`src/rtl/act_sram_pkg.sv`:
```
// rtl/act_sram_pkg.sv - shared constants and response tag type for the activation SRAM arbiter
package act_sram_pkg;
  localparam int ADDR_W      = 16;
  localparam int DATA_W      = 32;
  localparam int WEA_W       = 4;
  localparam int DEPTH       = 1024;
  localparam int NUM_REQ_MAX = 8;

  typedef struct packed {
    logic       vld;
    logic       port;
    logic [2:0] id;
  } rsp_tag_t;
endpackage

```
`src/rtl/act_rr_picker.sv`:
```
// rtl/act_rr_picker.sv - returns the first set mask bit at or after ptr_i, wrapping, plus a found flag
module act_rr_picker #(
  parameter int N = 3
) (
  input  logic [N-1:0] mask_i,
  input  logic [2:0]   ptr_i,
  output logic [2:0]   idx_o,
  output logic         found_o
);
  int j;

  // Walk the scan order backwards so the earliest hit is the one that sticks.
  always_comb begin
    found_o = 1'b0;
    idx_o   = '0;
    j       = 0;
    for (int k = N - 1; k >= 0; k--) begin
      j = (int'(ptr_i) + k) % N;
      if (mask_i[j]) begin
        found_o = 1'b1;
        idx_o   = 3'(j);
      end
    end
  end
endmodule

```
`src/rtl/act_sram_arbiter.sv`:
```
// rtl/act_sram_arbiter.sv - round-robin dual-port arbiter for the activation SRAM with read-data return
// Optional ACT_ARB_PERF_EN adds saturating grant/stall counters.
module act_sram_arbiter
  import act_sram_pkg::*;
#(
  parameter int NUM_REQ = 3,
  parameter int ADDR_W  = act_sram_pkg::ADDR_W,
  parameter int DATA_W  = act_sram_pkg::DATA_W,
  parameter int DEPTH   = act_sram_pkg::DEPTH
) (
  input  logic                        clk,
  input  logic                        rst,
  input  logic [NUM_REQ-1:0]          req_valid,
  input  logic [4*NUM_REQ-1:0]        req_wea,
  input  logic [ADDR_W*NUM_REQ-1:0]   req_addr,
  input  logic [DATA_W*NUM_REQ-1:0]   req_wdata,
  output logic [NUM_REQ-1:0]          req_ready,
  output logic [NUM_REQ-1:0]          rsp_valid,
  output logic [DATA_W*NUM_REQ-1:0]   rsp_rdata,
  output logic [3:0]                  sram_wea0,
  output logic [ADDR_W-1:0]           sram_addr0,
  output logic [DATA_W-1:0]           sram_wdata0,
  input  logic [DATA_W-1:0]           sram_rdata0,
  output logic [3:0]                  sram_wea1,
  output logic [ADDR_W-1:0]           sram_addr1,
  output logic [DATA_W-1:0]           sram_wdata1,
  input  logic [DATA_W-1:0]           sram_rdata1
`ifdef ACT_ARB_PERF_EN
  ,
  output logic [31:0]                 perf_grant_cnt,
  output logic [31:0]                 perf_stall_cnt
`endif
);
  localparam logic [ADDR_W:0] DEPTH_L = (ADDR_W + 1)'(DEPTH);

  logic [NUM_REQ-1:0]        elig, mask_b;
  logic [2:0]                rr_ptr_q, rr_ptr_d, a_idx, b_idx;
  logic                      a_found, b_found, gnt_a, gnt_b;
  logic [ADDR_W-1:0]         addr_a, addr_b;
  logic [3:0]                wea_a, wea_b;
  logic [DATA_W-1:0]         wdata_a, wdata_b, rd0, rd1;
  logic                      hit0, hit1;
  rsp_tag_t                  tag0_q, tag0_d, tag1_q, tag1_d;
  logic [DATA_W*NUM_REQ-1:0] hold_q;

  always_comb begin
    for (int i = 0; i < NUM_REQ; i++)
      elig[i] = req_valid[i] && ({1'b0, req_addr[i*ADDR_W +: ADDR_W]} < DEPTH_L);
  end

  act_rr_picker #(.N(NUM_REQ)) u_pick_a (
    .mask_i(elig), .ptr_i(rr_ptr_q), .idx_o(a_idx), .found_o(a_found)
  );

  assign addr_a  = req_addr[int'(a_idx)*ADDR_W +: ADDR_W];
  assign wea_a   = req_wea[int'(a_idx)*4 +: 4];
  assign wdata_a = req_wdata[int'(a_idx)*DATA_W +: DATA_W];

  // Port 1 may share port 0's address only when both sides are reads.
  always_comb begin
    for (int i = 0; i < NUM_REQ; i++)
      mask_b[i] = elig[i] && (3'(i) != a_idx) &&
                  !((req_addr[i*ADDR_W +: ADDR_W] == addr_a) &&
                    ((req_wea[i*4 +: 4] | wea_a) != 4'b0000));
  end

  act_rr_picker #(.N(NUM_REQ)) u_pick_b (
    .mask_i(mask_b), .ptr_i(rr_ptr_q), .idx_o(b_idx), .found_o(b_found)
  );

  assign addr_b  = req_addr[int'(b_idx)*ADDR_W +: ADDR_W];
  assign wea_b   = req_wea[int'(b_idx)*4 +: 4];
  assign wdata_b = req_wdata[int'(b_idx)*DATA_W +: DATA_W];

  assign gnt_a = a_found && !rst;
  assign gnt_b = b_found && !rst;

  always_comb begin
    for (int i = 0; i < NUM_REQ; i++)
      req_ready[i] = (gnt_a && (a_idx == 3'(i))) || (gnt_b && (b_idx == 3'(i)));
  end

  // An idle port 1 mirrors port 0's address so the SRAM ignores it.
  assign sram_wea0   = gnt_a ? wea_a   : 4'b0000;
  assign sram_addr0  = gnt_a ? addr_a  : '0;
  assign sram_wdata0 = gnt_a ? wdata_a : '0;
  assign sram_wea1   = gnt_b ? wea_b   : 4'b0000;
  assign sram_addr1  = gnt_b ? addr_b  : sram_addr0;
  assign sram_wdata1 = gnt_b ? wdata_b : '0;

  always_comb begin
    rr_ptr_d = rr_ptr_q;
    if (gnt_b)
      rr_ptr_d = (b_idx == 3'(NUM_REQ - 1)) ? 3'd0 : b_idx + 3'd1;
    else if (gnt_a)
      rr_ptr_d = (a_idx == 3'(NUM_REQ - 1)) ? 3'd0 : a_idx + 3'd1;
    tag0_d = '{vld: gnt_a && (wea_a == 4'b0000), port: 1'b0, id: a_idx};
    tag1_d = '{vld: gnt_b && (wea_b == 4'b0000), port: 1'b1, id: b_idx};
  end

  assign rd0 = tag0_q.port ? sram_rdata1 : sram_rdata0;
  assign rd1 = tag1_q.port ? sram_rdata1 : sram_rdata0;

  always_comb begin
    rsp_valid = '0;
    rsp_rdata = '0;
    hit0      = 1'b0;
    hit1      = 1'b0;
    for (int i = 0; i < NUM_REQ; i++) begin
      hit0 = tag0_q.vld && (tag0_q.id == 3'(i));
      hit1 = tag1_q.vld && (tag1_q.id == 3'(i));
      rsp_valid[i] = !rst && (hit0 || hit1);
      if (rst)
        rsp_rdata[i*DATA_W +: DATA_W] = '0;
      else if (hit0)
        rsp_rdata[i*DATA_W +: DATA_W] = rd0;
      else if (hit1)
        rsp_rdata[i*DATA_W +: DATA_W] = rd1;
      else
        rsp_rdata[i*DATA_W +: DATA_W] = hold_q[i*DATA_W +: DATA_W];
    end
  end

  always_ff @(posedge clk) begin
    if (rst) begin
      rr_ptr_q <= '0;
      tag0_q   <= '0;
      tag1_q   <= '0;
      hold_q   <= '0;
    end else begin
      rr_ptr_q <= rr_ptr_d;
      tag0_q   <= tag0_d;
      tag1_q   <= tag1_d;
      hold_q   <= rsp_rdata;
    end
  end

`ifdef ACT_ARB_PERF_EN
  logic [31:0] perf_grant_q, perf_grant_d, perf_stall_q, perf_stall_d;
  logic [32:0] grant_sum;

  always_comb begin
    grant_sum    = {1'b0, perf_grant_q} + 33'(gnt_a) + 33'(gnt_b);
    perf_grant_d = grant_sum[32] ? 32'hFFFF_FFFF : grant_sum[31:0];
    perf_stall_d = perf_stall_q;
    if (|(elig & ~req_ready) && (perf_stall_q != 32'hFFFF_FFFF))
      perf_stall_d = perf_stall_q + 32'd1;
  end

  always_ff @(posedge clk) begin
    if (rst) begin
      perf_grant_q <= '0;
      perf_stall_q <= '0;
    end else begin
      perf_grant_q <= perf_grant_d;
      perf_stall_q <= perf_stall_d;
    end
  end

  assign perf_grant_cnt = perf_grant_q;
  assign perf_stall_cnt = perf_stall_q;
`endif
endmodule

```
`config.mk`:
```
export PLATFORM = sky130hd
export DESIGN_NAME = act_sram_arbiter
export DESIGN_NICKNAME = d
export VERILOG_FILES = /design/src/rtl/act_sram_pkg.sv /design/src/rtl/act_rr_picker.sv /design/src/rtl/act_sram_arbiter.sv
export SDC_FILE = /design/constraint.sdc
export NUM_CORES = 1
export LEC_CHECK = 0
export ABC_AREA = 1
export CAP_MARGIN = 5
export CORE_AREA = 2 2 166 168
export DETAILED_ROUTE_END_ITERATION = 12
export DIE_AREA = 0 0 168 170
export PLACE_DENSITY_LB_ADDON = 0.2
export RECOVER_POWER = 25
export SLEW_MARGIN = 5
export SYNTH_ARGS = -nofsm -noshare
export SYNTH_HDL_FRONTEND = slang
export SYNTH_SLANG_ARGS = --single-unit
```
`constraint.sdc`:
```
create_clock -name clk -period 7.4 [get_ports clk]
set_clock_uncertainty 0.15 [all_clocks]
set_input_delay 1.48 -clock clk [delete_from_list [all_inputs] [get_ports clk]]
set_output_delay 1.48 -clock clk [all_outputs]
set_load 0.02 [all_outputs]
```
After elaboration in Yosys (flattened, before gate mapping)
Cells that the tools add are included.

Output and inout bits: 206. Logic and storage cells: 147. Register bits: 109. Input bits: 225.

Bitwise gates (word level): 3. Magnitude comparators: 6. Reductions and logical operators: 52. Eq/ne operators: 13. Add/subtract/negate cells: 4. Mux-type cells: 52. Div/mod/pow operators: 3. Shift operators: 6.

Operators with widths (number): two-way mux 32 bit (13); indexed part select 96 x 9 -> 32 bit (2); less-than comparator 32 x 4 -> 1 bit, second input constant (3); indexed part select 48 x 8 -> 16 bit (2); modulo 32 x 3 -> 32 bit, second input constant (2); == test 16 bit (3); less-than comparator 16 x 11 -> 1 bit, second input constant (3); modulo 4 x 3 -> 32 bit, second input constant (1); two-way mux 16 bit (2); logical AND 1 bit (31); two-way mux 3 bit (10); indexed part select 12 x 6 -> 4 bit (2); two-way mux 1 bit (18); binary-select mux 1 bit (select 2 bit) (6); == test 3 x 1 -> 1 bit, second input constant (4); == test 3 x 2 -> 1 bit, second input constant (4); logical NOT 3 bit (4); two-way mux 4 bit (3); OR 4 bit (3); nonzero test 4 bit (3); logical NOT 4 bit (2); adder 3 x 1 -> 3 bit, second input constant (2); logical OR 1 bit (6); adder 3 x 1 -> 4 bit, second input constant (1); other kinds (6) (9).

Logic depth before layout (Yosys ltp)
Gate-level depths: netlist (run 1).

Depth after elaboration: 23. Depth in mapped cells: 45. Depth with buffers taken out: 44.

Modules after synthesis
A second synthesis (run 1) with hierarchy kept.

Cell total of the unflattened synthesis: 1924. Area total of the unflattened synthesis: 11395.9 sq um.

By module, submodules not included: act_sram_arbiter (instances 1, cells an instance 1650, sequential area each 2162.1 sq um, area each 9586.7 sq um); act_rr_picker (u_pick_a) (instances 1, cells an instance 141, sequential area each 0.0 sq um, area each 930.9 sq um); act_rr_picker (u_pick_b) (instances 1, cells an instance 133, sequential area each 0.0 sq um, area each 878.3 sq um).

Worst setup path before layout (run 1)
OpenSTA, ideal clock, no wires.

Path kind: flip-flop to output port. From: register rr_ptr_q[0]. To: output port req_ready[2]. Cell stages (with the launch flop): 40. Path slack: 0.768 ns. Data arrival time: 5.002 ns. Path buffers: 4. Data required time: 5.770 ns. Path through: dfxtp_1 -> buf_4 -> inv_1 -> ha_1 -> ha_1 -> ha_1 -> inv_1 -> nand3_2 -> xor2_1 -> ha_1 -> inv_1 -> nand3_4 -> o21ai_4 -> inv_2 -> nand2_1 -> nand2_2 -> nand2_2 -> nand2_4 -> [4 not listed] -> nand2_1 -> nand2_1 -> nor2_1 -> nand3b_1 -> nor2_1 -> nand3_2 -> nand3_1 -> nand2_1 -> nand2_2 -> nand2_1 -> inv_1 -> nand2_1 -> nand2_2 -> nand2_4 -> inv_2 -> buf_6 -> nand2_2 -> o31ai_1.

Cells in the longest elaborated chain, start to end: 23. Elaborated cells between the ends (all ways): 68. Classes of those cells: 2 x add/sub; 3 x div; 7 x eq/ne; 2 x shift; 30 x mux; 3 x bitwise; 21 x reduce/logical.

Ends and longest elaborated chain: from (decl) (line act_sram_arbiter.sv:37) `logic [2:0] rr_ptr_q, rr_ptr_d, a_idx, b_idx;`; from (signal assigned) (line act_sram_arbiter.sv:131) `rr_ptr_q <= rr_ptr_d;`; parallel branches: the longest is 22 deep, another holds modulo 32 x 3 -> 32 bit; logical OR 1 bit (*) (line act_sram_arbiter.sv:80) `req_ready[i] = (gnt_a && (a_idx == 3'(i))) || (gnt_b && (b_idx == 3'(i)));`; to (decl) (line act_sram_arbiter.sv:17) `output logic [NUM_REQ-1:0] req_ready,`.

Every way passes the cells marked *. The select of a mux whose other input is x is not followed.

Worst setup path after layout (run 1)
From: register rr_ptr_q[2]. To: output port sram_wdata1[12].

Cells in the longest elaborated chain, start to end: 22. Elaborated cells between the ends (all ways): 61. Classes of those cells: 2 x add/sub; 3 x div; 5 x eq/ne; 3 x shift; 28 x mux; 3 x bitwise; 17 x reduce/logical.

Ends and longest elaborated chain: parallel branches: the longest is 21 deep, another holds modulo 32 x 3 -> 32 bit; two-way mux 32 bit (*) (line act_sram_arbiter.sv:89) `assign sram_wdata1 = gnt_b ? wdata_b : '0;`; to (decl) (line act_sram_arbiter.sv:26) `output logic [DATA_W-1:0] sram_wdata1,`.

Marks and branches as above.

==> impl_metrics.tcl, run 1 <==
set metrics [dict create \
    grt_pass1_wl_um 68700 \
    cts_sinks 108 \
    slew_headroom 0.203 \
    clkPwrFrac 0.061 \
    clk_pin_slew_worst_paths_ps 70 \
    first_pass_iters 6 \
    drv_cap 0 \
    synth_edf_count 0 \
    grt_pass1_vias 12800 \
    drc_errors 0 \
    ant_nets 0 \
    crit_path_end_kind "output pin" \
    finalPower_mw 7.82 \
    die_x_um 168 \
    cpMostUsedCell "nand2_1" \
    place_ws_ps -583 \
    yosysWarnings 0 \
    grt_setup_unrepaired "true" \
    hp-class "reg2reg" \
    power_frac_seq 0.091 \
    clock_path_buffers 2 \
    avgViaCountPerCell 5.49 \
    grt_max_degree 98 \
    area_growth_pct 63.9 \
    drtIter0Drc 1221 \
    finalCritPeriodShare 0.980 \
    fin_area_um2 16900 \
    max_stage_delay_ps 400 \
    swShare 0.524 \
    htree_levels 3 \
    die_area_um2 28600 \
    rows 60 \
    period_minus_slack_ps 7250 \
    pin_count 431 \
    drive_gt1_frac 0.218 \
    p_leak_nw 8.14 \
    fin_tns_setup_ps 0 \
    fin_cells 2575 \
    initial_core_util 0.387 \
    critical_path_class "reg2out" \
    syn_inst 1711 \
    cts_root_buffer "clkbuf_16" \
    crit_fanout 8 \
    status "finished, final reports clean" \
    finalHoldViolations 0 \
    holdWs_ps 338 \
    pwr-share-comb 0.849 \
    vias 14100 \
    numCtsBuffers 9 \
    wire_per_inst_um 18.8 \
    layout_commonest_cell "nand2_1" \
    gp_congestion 0.999 \
    ys_ff_latch 108 \
    drv_slew 0 \
    portBuffers 418 \
    p_int_mw 3.72 \
    setup_ws_ps 146 \
    ys_async_sr_fraction 0 \
    final_cell_mix "nand2_1, clkdlybuf4s50_1, inv_1" \
    grt_antenna_before_repair 3 \
    core_area_um2 26700 \
    post-route-util 0.635 \
    synthFlopType "dfxtp_1" \
    ys_seq_area_frac 0.209 \
    layout.nets 2467 \
    grt-ovfl-total 0 \
    p_switching_mw 4.09 \
    cpMaxStageDelayCell "dfxtp_4" \
    timing.fmax_ghz 0.138 \
    place_inst 2511 \
    syn_area_per_cell_um2 6.03 \
    ir_worst_vdd_mv 0.513 \
    critPathArrivalTime_ps 5620 \
    crit_required_ps 5770 \
    routed_wl_um 48500 \
    die_h_um 170 \
    p_per_area_nw_per_um2 462 \
    clk_latency_ps 350 \
    grtUsageTotal 0.303 \
    final-setup-viol-count 0 \
    syn_area_um2 10300 \
    placed_cell_area_um2 15600 \
    worst_pin_slew_ps 1190 \
    critPathLaunchType "flop" \
    cts_tree "done" \
    synth.distinct_cells 49 \
    hpwl_um 35600 \
]
==> area by class of cell <==
cell class	count	area (um^2)
Timing Repair inverter	1	8.76
Fill cell	2508	9730
Sequential cell	108	2170
Antenna cell	3	7.51
Inverter	250	956
Timing Repair Buffer	607	5860
Clock inverter	6	57.6
Clock buffer	10	229
Multi-Input combinational cell	1249	7200
Tap cell	341	427
==> worst paths after layout <==
check | start | endpoint | slack [ps] | cells after the start
max reg2reg | rr_ptr_q[2] | tag1_q[4] | 1940 | 45
min reg2reg | hold_q[32] | hold_q[32] | 340 | 2
min | hold_q[32] | hold_q[32] | 340 | 2
max | rr_ptr_q[2] | sram_wdata1[12] | 150 | 43
==> cells by family (layout without fill, tap and decap cells) <==
group,Yosys count,in the layout,share of synthesized area
and+or+nand+nor,801,804,0.350
AOI/OAI and AO/OA,385,385,0.236
buffers and inverters,368,874,0.153
DFF,108,108,0.209
muxes,19,19,0.0207
adders and majority gates,16,16,0.0194
xor gates and xnor gates,13,13,0.0110
other,1,15,0.000363
==> layer usage <==
metal	up-vias	track usage	wire length, um
met5	-	0	0
met4	0	0.142	2560
met3	146	0.0621	4030
met2	720	0.538	23500
met1	6524	0.349	18400
li1	6738	-	-
==> cells in the mapped netlist (all sizes together) (39+ instances only) <==
master    n  area [um^2]
a21oi    52          264
clkbuf   72          270
o21ai   143          813
nand3   153          836
inv     247          932
o211ai   57          428
nor2    132          505
buf      46          367
nor3     52          350
o22ai    39          244
nand2   438         1760
dfxtp   108         2160
a31oi    53          332
==> critical path: cells and delay by family, from the launching register on <==
kind / cells / cell delay (ps)
AO/OA/AOI/OAI: 3 / 320
XOR/XNOR: 1 / 200
AND/OR/NAND/NOR: 27 / 2700
buffers and inverters: 10 / 1290
adder cells (fa/ha/maj): 2 / 370
flip-flops: 1 / 400
==> timing repair <==
item / in CTS / in global routing
setup buffers: 1 / 29
cloned: 0 / 15
endpoints found under the setup margin: 42 / 49
gates resized for setup: 131 / 217
hold buffers: 0 / 0
pin swaps: 5 / 76
==> power groups by stage <==
stage	Combinational [mW]	Sequential [mW]	Clock [mW]
2_1_floorplan	3.26	0.706	0
3_3_place_gp	5.79	0.713	0
3_5_place_dp	5.82	0.716	0
4_1_cts	5.80	0.703	0.482
5_1_grt	7.04	0.717	0.504
6_report	6.63	0.709	0.475
==> state kept, by name, summed over array words and instances (netlist names) <==
| name | cells |
|---|---|
| tag0_q | 4 |
| hold_q | 96 |
| tag1_q | 5 |
| rr_ptr_q | 3 |
Power figures use the tool's default switching activity.
==> run 2: changes to the inputs <==
- CAP_MARGIN: 5 -> unset
==> results of run 2 <==
No change in the layout: final DEF, timing and power equal those of run 1.
